$ cat config.mk
export PLATFORM = sky130hd
export DESIGN_NAME = controle_posicionamento
export DESIGN_NICKNAME = d
export VERILOG_FILES = /design/src/rtl/controle_posicionamento.sv
export SDC_FILE = /design/constraint.sdc
export NUM_CORES = 1
export LEC_CHECK = 0
export CELL_PAD_IN_SITES_DETAIL_PLACEMENT = 1
export CELL_PAD_IN_SITES_GLOBAL_PLACEMENT = 1
export CORE_MARGIN = 5
export CORE_UTILIZATION = 32
export CTS_BUF_LIST = sky130_fd_sc_hd__clkbuf_4 sky130_fd_sc_hd__clkbuf_8 sky130_fd_sc_hd__clkbuf_16
export CTS_CLUSTER_SIZE = 12
export DETAILED_ROUTE_END_ITERATION = 10
export PLACE_DENSITY_LB_ADDON = 0.1
export SLEW_MARGIN = 15
export SYNTH_ARGS = -nofsm -noshare
export SYNTH_HDL_FRONTEND = slang
export SYNTH_SLANG_ARGS = --single-unit
$ cat constraint.sdc
create_clock -name clk -period 1.62 [get_ports clk]
set_input_delay 0.243 -clock clk [delete_from_list [all_inputs] [get_ports clk]]
set_output_delay 0.243 -clock clk [all_outputs]
set_load 0.01 [all_outputs]
$ cat src/rtl/controle_posicionamento.sv
// Ship-placement sequencer for Batalha Naval: walks each player's fleet, fires the
// piece validator once per ship and waits for a memory write, a conflict or a timeout.
//
// state        | meaning
// IDLE         | waiting for inicio
// ESPERA_CONF  | waiting for the user to confirm the current ship
// DISPARA      | one-cycle validator enable, timeout counter cleared
// AGUARDA      | waiting for wrep / conflict / timeout
// ERRO         | placement rejected, waiting for confirm to retry
// PROX         | advance to next ship or player
// FIM          | both fleets placed
module controle_posicionamento #(
  parameter int N_NAVIOS = 11,
  parameter int TIMEOUT  = 64
) (
  input  logic       clk,
  input  logic       rst_n,
  input  logic       inicio,
  input  logic       confirma,
  input  logic       val_conflito_borda,
  input  logic       val_conflito_memoria,
  input  logic       val_wrep1,
  input  logic       val_wrep2,
  output logic       val_enable,
  output logic [2:0] tipo,
  output logic       jogador,
  output logic [3:0] navio_idx,
  output logic       erro,
  output logic       erro_timeout,
  output logic       fim_posicionamento,
  output logic [2:0] estado
);

  typedef enum logic [2:0] {
    IDLE        = 3'd0,
    ESPERA_CONF = 3'd1,
    DISPARA     = 3'd2,
    AGUARDA     = 3'd3,
    ERRO        = 3'd4,
    PROX        = 3'd5,
    FIM         = 3'd6
  } estado_t;

  localparam int CW = (TIMEOUT > 2) ? $clog2(TIMEOUT) : 1;

  estado_t         state_q, state_d;
  logic [CW-1:0]   cnt_q, cnt_d;
  logic [3:0]      idx_q, idx_d;
  logic            jog_q, jog_d;
  logic            erro_q, erro_d;
  logic            erro_t_q, erro_t_d;
  logic            confirma_q;
  logic            conf_pulse;
  logic            wrep_ok;

  assign conf_pulse = confirma & ~confirma_q;
  // A write strobe for the other player's memory is not an acceptance.
  assign wrep_ok    = jog_q ? val_wrep2 : val_wrep1;

  always_ff @(posedge clk or negedge rst_n) begin
    if (!rst_n) begin
      state_q    <= IDLE;
      cnt_q      <= '0;
      idx_q      <= '0;
      jog_q      <= 1'b0;
      erro_q     <= 1'b0;
      erro_t_q   <= 1'b0;
      confirma_q <= 1'b0;
    end else begin
      state_q    <= state_d;
      cnt_q      <= cnt_d;
      idx_q      <= idx_d;
      jog_q      <= jog_d;
      erro_q     <= erro_d;
      erro_t_q   <= erro_t_d;
      confirma_q <= confirma;
    end
  end

  always_comb begin
    state_d  = state_q;
    cnt_d    = cnt_q;
    idx_d    = idx_q;
    jog_d    = jog_q;
    erro_d   = erro_q;
    erro_t_d = erro_t_q;
    case (state_q)
      IDLE, FIM: begin
        if (inicio) begin
          idx_d   = '0;
          jog_d   = 1'b0;
          state_d = ESPERA_CONF;
        end
      end
      ESPERA_CONF: begin
        if (conf_pulse) state_d = DISPARA;
      end
      DISPARA: begin
        cnt_d   = '0;
        state_d = AGUARDA;
      end
      AGUARDA: begin
        cnt_d = cnt_q + CW'(1);
        if (val_conflito_borda || val_conflito_memoria) begin
          erro_d  = 1'b1;
          state_d = ERRO;
        end else if (wrep_ok) begin
          state_d = PROX;
        end else if (cnt_q == CW'(TIMEOUT - 1)) begin
          erro_d   = 1'b1;
          erro_t_d = 1'b1;
          state_d  = ERRO;
        end
      end
      ERRO: begin
        if (conf_pulse) begin
          erro_d   = 1'b0;
          erro_t_d = 1'b0;
          state_d  = DISPARA;
        end
      end
      PROX: begin
        if (idx_q < 4'(N_NAVIOS - 1)) begin
          idx_d   = idx_q + 4'd1;
          state_d = ESPERA_CONF;
        end else if (!jog_q) begin
          jog_d   = 1'b1;
          idx_d   = '0;
          state_d = ESPERA_CONF;
        end else begin
          state_d = FIM;
        end
      end
      default: state_d = IDLE;
    endcase
  end

  always_comb begin
    case (idx_q)
      4'd0:             tipo = 3'd0;
      4'd1, 4'd2:       tipo = 3'd1;
      4'd3, 4'd4:       tipo = 3'd2;
      4'd5, 4'd6, 4'd7: tipo = 3'd3;
      default:          tipo = 3'd4;
    endcase
  end

  assign val_enable         = (state_q == DISPARA);
  assign fim_posicionamento = (state_q == FIM);
  assign jogador            = jog_q;
  assign navio_idx          = idx_q;
  assign erro               = erro_q;
  assign erro_timeout       = erro_t_q;
  assign estado             = state_q;

endmodule
==> impl_metrics.json <==
{
  "drc_errors": 0,
  "ctsRootBufferMaster": "clkbuf_4",
  "p_leak_nw": 0.7956,
  "max_freq_mhz": 616.4,
  "crit_fanout": 3,
  "finalSetupViolations": 1,
  "initial_core_util_pct": 33.52,
  "syn_area_per_cell_um2": 8.459,
  "grt_setup_unrepaired": "yes",
  "cts.clk_slew.worst_paths_ns": 0.10,
  "synthDistinctLibCells": 32,
  "die_area_um2": 4430,
  "crit_type": "primary input to flip-flop",
  "row_count": 20,
  "ys_seq_area_share_pct": 41.56,
  "hold_class": "primary input to asynchronous set/reset pin",
  "max-cap-violations": 0,
  "num_vias": 1091,
  "grt_pass1_wl_um": 5347,
  "die_x_um": 66.56,
  "dp_cells": 206,
  "ir_drop_uv": 864.5,
  "grt_pass1_vias": 1154,
  "gp_congestion": 0.7388,
  "slew_headroom_pct": 81.87,
  "yosysWarnings": 0,
  "cts_buffer_depth": 2,
  "finClkSkew_ns": 0.003466,
  "cts_tree": "built",
  "grt_start_max_net_pins": 18,
  "htree_levels": 1,
  "timing_hold_violations_final": 0,
  "numClockSinks": 17,
  "fin_nets": 188,
  "start_kind": "primary input",
  "vias_per_cell": 4.982,
  "io_pins": 23,
  "clkLatencyLatePin_ns": 0.30,
  "synth_fp_nets": 133,
  "fin_cells": 219,
  "antenna_found_initial": 0,
  "tightest_slew_ns": 0.2699,
  "final.setup.tns_ns": -0.002348,
  "numCtsBuffers": 3,
  "core-area_um2": 3053,
  "arrival_ns": 1.82,
  "syn-instance-count": 121,
  "synth-seq-cells": 17,
  "chipHeight_um": 66.56,
  "hpwl_um": 2404,
  "period_share_pct": 100.1,
  "drt-initial-drc-count": 38,
  "layout_commonest_cell": "buf_4",
  "p_per_area_nw_per_um2": 1656,
  "drt_pass1_iterations": 4,
  "cp-end-kind": "flip-flop",
  "worst_ep_required_time_ns": 1.82,
  "period_minus_slack_ns": 1.622,
  "antenna_cells": 0,
  "syn_to_final_growth_pct": 60.27,
  "track_usage_pct": 15.88,
  "drive_gt1_share_pct": 36.57,
  "drt-total-wl_um": 3269,
  "place_ws_ns": -0.3214,
  "violations": "negative setup slack",
  "grt.overflow.total": 0,
  "port_buffers": 22,
  "layout_setup_ws_ns": -0.002348,
  "netlist_area_um2": 1023,
  "status": "finished with violations",
  "ant_nets": 0,
  "layout_common_cells": "buf_4, nand2_1, clkdlybuf4s50_1",
  "fillCellCount": 376,
  "route.detailed.wl_per_inst_um": 14.93,
  "final_util_pct": 53.73,
  "finalMaxSlewViolations": 0
}
-- per-stage QoR --
| stage | cell area (µm²) | total power, W | hold slack [ns] |
|---|---|---|---|
| after CTS | 1534 | 0.002549 | 0.2705 |
| final | 1640 | 0.002716 | 0.2588 |
| after global placement | 1458 | 0.002127 | 0.4880 |
| after global routing | 1640 | 0.002945 | 0.2925 |
| after detailed placement | 1458 | 0.002183 | 0.4854 |
| after floorplan | 1023 | 0.001397 | -0.05259 |
-- metal layers --
layer	track usage [%]	part of all wire, %	vias to the layer above
met2	29.83	57	13
met1	17.69	39	539
met5	0	0	-
li1	-	-	535
met4	3.046	1.4	0
met3	4.384	2.6	4
-- report_power, final --
group	internal (W)	switching [W]
registers	0.000549	0.000106
logic	0.000933	0.000871
clock network	0.000113	0.000144
total	0.00159	0.00112
-- cells by family after synthesis --
logic type	share of synthesized area, %
AND/OR/NAND/NOR	24.45
multiplexers	1.956
adder cells (fa/ha/maj)	4.890
AO/OA/AOI/OAI	21.76
buffers and inverters	5.379
flip-flops	41.56
-- repair_timing --
item / CTS / global route
endpoints found under the setup margin: 9 / 19
hold buffers: 0 / 0
pin swaps: 3 / 7
setup buffers: 4 / 5
endpoints found under the hold margin: 0 / 0
gates resized for setup: 22 / 22
-- cell type report --
| type | instances | area (µm²) | area share, % |
|---|---|---|---|
| multi-input cells | 91 | 621.8 | 37.91 |
| inverters | 7 | 26.28 | 1.602 |
| flip-flops and latches | 17 | 432.9 | 26.39 |
| well taps | 44 | 55.05 | 3.356 |
| clock buffers | 4 | 30.03 | 1.831 |
| repair buffers | 56 | 474.2 | 28.91 |
-- cells in the mapped netlist --
library cell | instances | area [µm²]
or3b_1 | 1 | 8.760
nand2b_1 | 4 | 25.02
ha_1 | 4 | 50.05
nand2_1 | 16 | 60.06
nor2_1 | 10 | 37.54
o21ba_1 | 2 | 20.02
o31ai_1 | 1 | 7.510
mux2i_1 | 2 | 20.02
a41oi_1 | 1 | 8.760
a221oi_2 | 1 | 15.01
and2_1 | 3 | 18.77
a211oi_1 | 2 | 15.01
clkbuf_1 | 3 | 11.26
and3b_1 | 1 | 8.760
o211ai_1 | 1 | 7.510
nor3_1 | 2 | 10.01
o21ai_1 | 4 | 20.02
inv_2 | 1 | 3.750
a21oi_1 | 7 | 35.03
inv_1 | 6 | 22.52
and3_1 | 4 | 25.02
buf_2 | 2 | 10.01
a41oi_2 | 1 | 16.27
nor2b_1 | 2 | 12.51
buf_4 | 1 | 7.510
or4_1 | 1 | 7.510
nor4_1 | 1 | 6.260
dfrtp_1 | 17 | 425.4
a21o_1 | 2 | 15.01
o22ai_1 | 2 | 12.51
nand3_1 | 6 | 30.03
o21ai_0 | 10 | 50.05
-- sequential cells by signal, indices dropped and copies added, names as in the netlist --
name          cells
confirma_q        1
erro_timeout      1
jogador           1
estado            3
navio_idx         4
erro              1
cnt_q             6
-- path summary, 6_finish.rpt --
check | from | to | slack (ns) | cells past startpoint
min reg2reg | erro_timeout | erro_timeout | 0.50 | 2
min in group clk | erro_timeout | erro_timeout | 0.50 | 2
max | confirma | estado[1] | -0.002 | 6
min | rst_n | cnt_q[4] | 0.26 | 2
max reg2reg | estado[1] | estado[1] | -0.002 | 5
max in group asynchronous | rst_n | navio_idx[2] | 1.14 | 2
-- critical path, stage by stage --
cell and delay, ns:
clkdlybuf4s50_1 0.49, or3b_4 0.39, a41oi_2 0.23, and3_1 0.20, a211oi_2 0.04, a221oi_2 0.21
Note: power is estimated with default switching activity, not from simulation.
